`src/rtl/hazard_ctrl_unit.sv`:
```
// Pipeline hazard control: load-use / branch-operand RAW stalls, redirect
// flushes, data-memory wait freeze, and saturating stall/flush counters.
module hazard_ctrl_unit #(
  parameter int unsigned LOAD_LAT = 1,
  parameter bit          BR_IN_ID = 1'b1,
  parameter int unsigned CNT_W    = 16
) (
  input  logic             clk,
  input  logic             rst,
  input  logic [31:0]      id_instr,
  input  logic [4:0]       ex_rd,
  input  logic             ex_reg_write,
  input  logic             ex_mem_read,
  input  logic [4:0]       mem_rd,
  input  logic             mem_mem_read,
  input  logic             redirect,
  input  logic             dmem_busy,
  input  logic             cnt_clr,
  output logic             pc_we,
  output logic             if_id_we,
  output logic             if_id_flush,
  output logic             id_ex_flush,
  output logic             pipe_hold,
  output logic [CNT_W-1:0] stall_cnt,
  output logic [CNT_W-1:0] flush_cnt
);

  // Remaining-cycle counter must hold LOAD_LAT+1 (branch after EX load).
  localparam int unsigned REM_W = $clog2(LOAD_LAT + 2);
  localparam logic [REM_W-1:0] LAT_V    = REM_W'(LOAD_LAT);
  localparam logic [REM_W-1:0] LAT_P1_V = REM_W'(LOAD_LAT + 1);
  localparam logic [REM_W-1:0] ONE_V    = REM_W'(1);

  localparam logic [6:0] OP_OP     = 7'b0110011;
  localparam logic [6:0] OP_OPIMM  = 7'b0010011;
  localparam logic [6:0] OP_LOAD   = 7'b0000011;
  localparam logic [6:0] OP_STORE  = 7'b0100011;
  localparam logic [6:0] OP_BRANCH = 7'b1100011;
  localparam logic [6:0] OP_JALR   = 7'b1100111;

  typedef enum logic [1:0] {
    S_IDLE    = 2'd0,
    S_STALL   = 2'd1,
    S_MEMWAIT = 2'd2
  } state_e;

  state_e             state_q, state_d;
  state_e             ret_q, ret_d;
  logic [REM_W-1:0]   rem_q, rem_d;
  logic [CNT_W-1:0]   stall_cnt_q, stall_cnt_d;
  logic [CNT_W-1:0]   flush_cnt_q, flush_cnt_d;

  logic [6:0]         op;
  logic [4:0]         rs1, rs2;
  logic               use_rs1, use_rs2, is_br;
  logic               ex_match, mem_match;
  logic [REM_W-1:0]   stall_len;
  logic               redir_acc;
  state_e             eff_state;
  logic               unused_instr_bits;

  assign op  = id_instr[6:0];
  assign rs1 = id_instr[19:15];
  assign rs2 = id_instr[24:20];
  assign unused_instr_bits = ^{id_instr[31:25], id_instr[14:7]};

  // Operand usage decode and RAW match against EX/MEM destinations.
  always_comb begin
    use_rs1 = (op == OP_OP) || (op == OP_OPIMM) || (op == OP_LOAD) ||
              (op == OP_STORE) || (op == OP_BRANCH) || (op == OP_JALR);
    use_rs2 = (op == OP_OP) || (op == OP_STORE) || (op == OP_BRANCH);
    is_br   = (op == OP_BRANCH) || (op == OP_JALR);
    ex_match  = (ex_rd != 5'd0) &&
                ((use_rs1 && (rs1 == ex_rd)) || (use_rs2 && (rs2 == ex_rd)));
    mem_match = (mem_rd != 5'd0) &&
                ((use_rs1 && (rs1 == mem_rd)) || (use_rs2 && (rs2 == mem_rd)));
  end

  // Stall length: maximum over all applicable hazard terms.
  always_comb begin
    stall_len = '0;
    if (ex_mem_read && ex_match) begin
      stall_len = LAT_V;
    end
    if (BR_IN_ID && is_br) begin
      if (ex_reg_write && !ex_mem_read && ex_match && (stall_len < ONE_V)) begin
        stall_len = ONE_V;
      end
      if (ex_mem_read && ex_match) begin
        stall_len = LAT_P1_V;
      end
      if (mem_mem_read && mem_match && (stall_len < LAT_V)) begin
        stall_len = LAT_V;
      end
    end
  end

  // FSM next state and pipeline control outputs.
  always_comb begin
    state_d     = state_q;
    ret_d       = ret_q;
    rem_d       = rem_q;
    pc_we       = 1'b1;
    if_id_we    = 1'b1;
    if_id_flush = 1'b0;
    id_ex_flush = 1'b0;
    pipe_hold   = 1'b0;
    redir_acc   = 1'b0;
    eff_state   = (state_q == S_MEMWAIT) ? ret_q : state_q;

    if (rst) begin
      pc_we       = 1'b0;
      if_id_we    = 1'b0;
      if_id_flush = 1'b1;
      id_ex_flush = 1'b1;
    end else if (dmem_busy) begin
      pc_we     = 1'b0;
      if_id_we  = 1'b0;
      pipe_hold = 1'b1;
      state_d   = S_MEMWAIT;
      ret_d     = eff_state;
    end else if (redirect) begin
      redir_acc   = 1'b1;
      if_id_flush = 1'b1;
      id_ex_flush = !BR_IN_ID || (eff_state == S_STALL) || (stall_len != '0);
      state_d     = S_IDLE;
      rem_d       = '0;
    end else if (eff_state == S_STALL) begin
      pc_we       = 1'b0;
      if_id_we    = 1'b0;
      id_ex_flush = 1'b1;
      if (rem_q <= ONE_V) begin
        state_d = S_IDLE;
        rem_d   = '0;
      end else begin
        state_d = S_STALL;
        rem_d   = rem_q - ONE_V;
      end
    end else begin
      state_d = S_IDLE;
      if (stall_len != '0) begin
        pc_we       = 1'b0;
        if_id_we    = 1'b0;
        id_ex_flush = 1'b1;
        if (stall_len != ONE_V) begin
          state_d = S_STALL;
          rem_d   = stall_len - ONE_V;
        end
      end
    end
  end

  // Saturating profiling counters; clear wins over increment.
  always_comb begin
    stall_cnt_d = stall_cnt_q;
    flush_cnt_d = flush_cnt_q;
    if (cnt_clr) begin
      stall_cnt_d = '0;
      flush_cnt_d = '0;
    end else begin
      if (!pc_we && (stall_cnt_q != '1)) begin
        stall_cnt_d = stall_cnt_q + CNT_W'(1);
      end
      if (redir_acc && (flush_cnt_q != '1)) begin
        flush_cnt_d = flush_cnt_q + CNT_W'(1);
      end
    end
  end

  // State and counter registers.
  always_ff @(posedge clk) begin
    if (rst) begin
      state_q     <= S_IDLE;
      ret_q       <= S_IDLE;
      rem_q       <= '0;
      stall_cnt_q <= '0;
      flush_cnt_q <= '0;
    end else begin
      state_q     <= state_d;
      ret_q       <= ret_d;
      rem_q       <= rem_d;
      stall_cnt_q <= stall_cnt_d;
      flush_cnt_q <= flush_cnt_d;
    end
  end

  assign stall_cnt = stall_cnt_q;
  assign flush_cnt = flush_cnt_q;

endmodule
```
`config.mk`:
```
export PLATFORM = sky130hd
export DESIGN_NAME = hazard_ctrl_unit
export DESIGN_NICKNAME = d
export VERILOG_FILES = /design/src/rtl/hazard_ctrl_unit.sv
export SDC_FILE = /design/constraint.sdc
export NUM_CORES = 1
export LEC_CHECK = 0
export ABC_AREA = 1
export BUFFER_PORTS_ARGS = -buffer_cell sky130_fd_sc_hd__buf_4
export CAP_MARGIN = 15
export CELL_PAD_IN_SITES_DETAIL_PLACEMENT = 2
export CELL_PAD_IN_SITES_GLOBAL_PLACEMENT = 2
export CORE_MARGIN = 1
export CORE_UTILIZATION = 28
export CTS_CLUSTER_SIZE = 40
export DETAILED_ROUTE_END_ITERATION = 10
export PLACE_DENSITY = 0.84
export SYNTH_ARGS = -nofsm -noshare
export SYNTH_HDL_FRONTEND = slang
export SYNTH_SLANG_ARGS = --single-unit
export TNS_END_PERCENT = 20
```
`constraint.sdc`:
```
create_clock -name clk -period 3.31 [get_ports clk]
set_clock_uncertainty 0.2 [all_clocks]
set_input_delay 0.1655 -clock clk [delete_from_list [all_inputs] [get_ports clk]]
set_output_delay 0.1655 -clock clk [all_outputs]
set_load 0.02 [all_outputs]
```
==> flow_summary.json <==
{
  "dp_hpwl_mm": 6.17,
  "clk_latency_ns": 0.29,
  "routed_wl_mm": 7.48,
  "critical-path-top-delay-family": "simple AND/OR/NAND/NOR gates",
  "fmax_mhz": 378,
  "finalPower_uw": 939,
  "grt_usage_pct": 17.8,
  "die_x_um": 95.7,
  "path_cells": "buf_4 -> inv_1 -> nand2_1 -> nand2_1 -> nand2_1 -> nor2_1 -> nand3_1 -> nand2_1 -> nand3_1 -> nand2_1 -> nand2_1 -> nand2_1 -> nand2_1 -> ha_1 -> nor2_1 -> nor2_1 -> a21oi_1 -> inv_1 -> nor3_1 -> nand2_1 -> a21oi_1 -> dlygate4sd3_1",
  "cts_sinks": 38,
  "cts_made_buffers": 5,
  "rows": 33,
  "num-nets-final": 494,
  "synth_cell_type_count": 40,
  "yosysSeqAreaShare_pct": 30.9,
  "die_h_um": 95.7,
  "cts_tree": "yes",
  "hp-class": "in -> reg",
  "synthTopCellsByArea": "dfxtp_1 31%, nand2_1 10%, inv_1 9.5%",
  "firstDrtPassIters": 2,
  "worst_slew_pin_slew_ns": 0.605,
  "crit_buf_inv": 4,
  "cpPeakStageDelay_ns": 0.55,
  "ys_ff_latch": 38,
  "dp_cells": 535,
  "ys_async_sr_fraction_pct": 0,
  "via_per_inst": 4.71,
  "gp_congestion": 0.751,
  "synthCells": 362,
  "rsz0062_at_grt": "no",
  "port_buffers": 71,
  "synth_area_per_cell_sq_um": 6.80,
  "io_pins": 87,
  "cp.arrival_ns": 2.68,
  "grt-ovfl-total": 0,
  "instances_no_fill": 546,
  "startpoint_type": "input port",
  "clock_tree.buffer_depth": 2,
  "core_sq_um": 8340,
  "synth-edff-count": 0,
  "synth_nets": 416,
  "grt_pass1_wl_mm": 12.7,
  "yosys.area.top_type_share_pct": 30.9,
  "synth_common_cells": "67 x nand2_1, 62 x inv_1, 38 x dfxtp_1",
  "grt_antenna_before_repair": 0,
  "powerDensity_nw_per_um2": 290,
  "max-slew-margin-rel_pct": 59.5,
  "path_clk_slew_ns": 0.07,
  "ys.flop_type": "dfxtp_1",
  "required_ns": 3.34,
  "cap_violations": 0,
  "drive_gt1_share_pct": 27.7,
  "synth_most_common_cell": "nand2_1",
  "h-tree-depth": 2,
  "yosysTopAreaCell": "dfxtp_1",
  "setup_tns_ns": 0,
  "hold_violations": 0,
  "ys.warnings.count": 0,
  "cpMostUsedCell": "nand2_1",
  "grt_max_degree": 19,
  "worst_path_max_delay_cell": "dlygate4sd3_1",
  "route.detailed.drc": 0,
  "min_period_ns": 2.64,
  "antenna_cells": 0,
  "vias": 2574,
  "cts_hold_buf": 3,
  "syn2layout_area_growth_pct": 31.4,
  "finalMaxSlewViolations": 0,
  "crit_fanout": 4,
  "cts_setup_buffers": 0,
  "p_leak_uw": 0.00152,
  "detail_route.wl_per_cell_um": 13.7,
  "dieArea_sq_um": 9160,
  "ctsResizeCount": 0,
  "end_kind": "flip-flop",
  "finalCritPeriodShare_pct": 79.9,
  "antenna_left": 0,
  "cts_root_buf": "clkbuf_8",
  "setup_violations": 0,
  "peakVddDrop_v": 0.000113,
  "drtIter0Drc": 25,
  "initial_core_util_pct": 29.5,
  "grt_pass1_vias": 2732,
  "status": "finished clean",
  "crit_type": "in -> reg",
  "synth_area_sq_um": 2460
}
## report_power, final
| group | total [uW] | internal [uW] | switching (uW) |
|---|---|---|---|
| Clock | 339 | 168 | 171 |
| Combinational | 136 | 62.5 | 73.2 |
| Sequential | 464 | 460 | 3.24 |
## through the flow
stage / hold slack (ns) / setup WS, ns / utilization [%] / cell area [sq um]
floorplan: 0.101 / 1.10 / - / 2460
global placement: 0.229 / 0.710 / 37.3 / 3110
detailed placement: 0.237 / 0.651 / 37.3 / 3110
CTS: 0.0375 / 0.665 / 38.8 / 3230
global route: 0.0502 / 0.333 / 38.8 / 3230
finish: 0.0438 / 0.666 / 38.8 / 3230
## worst min-delay path, cell delays in order
cell    delay, ns
buf_4        0.11
inv_2        0.06
and3_1       0.15
## per-layer routing
| layer | track usage, % | vias to the layer above | wire length (um) |
|---|---|---|---|
| li1 | - | 1308 | - |
| met1 | 21.8 | 1230 | 3440 |
| met2 | 32.4 | 31 | 3810 |
| met3 | 2.69 | 5 | 171 |
| met4 | 4.48 | 0 | 59 |
| met5 | 0 | - | 0 |
## sequential cells by signal, summed over array words and instances, names as in the netlist
signal     cells
flush_cnt     16
rem_q          2
ret_q          2
state_q        2
stall_cnt     16
## area by class of cell
cell class | instances | area (sq um)
clock buffers | 7 | 86.3
clock inverters | 1 | 5.00
fillers | 1014 | 5110
inverters | 68 | 255
multi-input cells | 252 | 1420
flip-flops and latches | 38 | 761
well taps | 105 | 131
repair buffers | 75 | 571
## placed cells by master, fill, tap and decap left out, types with 2 or more instances in the layout
| cell type | instances |
|---|---|
| xnor2_1 | 8 |
| clkbuf_8 | 6 |
| a21oi_2 | 2 |
| nand2_2 | 8 |
| and3_1 | 2 |
| inv_2 | 6 |
| nand3_2 | 3 |
| a21oi_1 | 23 |
| xor2_1 | 7 |
| a31oi_1 | 4 |
| dlygate4sd3_1 | 3 |
| ha_1 | 4 |
| o21ai_2 | 2 |
| inv_1 | 62 |
| buf_4 | 72 |
| nor2_2 | 6 |
| nand4_1 | 5 |
| nor3_4 | 2 |
| nand2_1 | 67 |
| nor3b_1 | 2 |
| o21ai_0 | 23 |
| dfxtp_1 | 38 |
| nor2_4 | 2 |
| nand3_1 | 19 |
| o21ai_1 | 4 |
| nor3_1 | 7 |
| nor4_1 | 2 |
| nor2_1 | 34 |
| nand2_4 | 5 |
## logic make-up after synthesis
family / Yosys count / share of synthesized area [%]
AND/OR/NAND/NOR: 170 / 36.4
flip-flops: 38 / 30.9
XOR/XNOR: 15 / 5.34
adder cells (fa/ha/maj): 4 / 2.03
AO/OA/AOI/OAI: 63 / 14.1
buffers and inverters: 72 / 11.2
## final timing paths
check                               from          to  slack [ns]  cells past startpoint
worst min-delay path            redirect  state_q[0]        0.04                      3
worst max register to register  ret_q[1]    rem_q[0]        1.26                      8
worst max-delay path            ex_rd[4]    rem_q[0]        0.67                     22
worst min register to register  ret_q[0]    ret_q[0]        0.26                      2
Note: power is estimated with default switching activity, not from simulation.
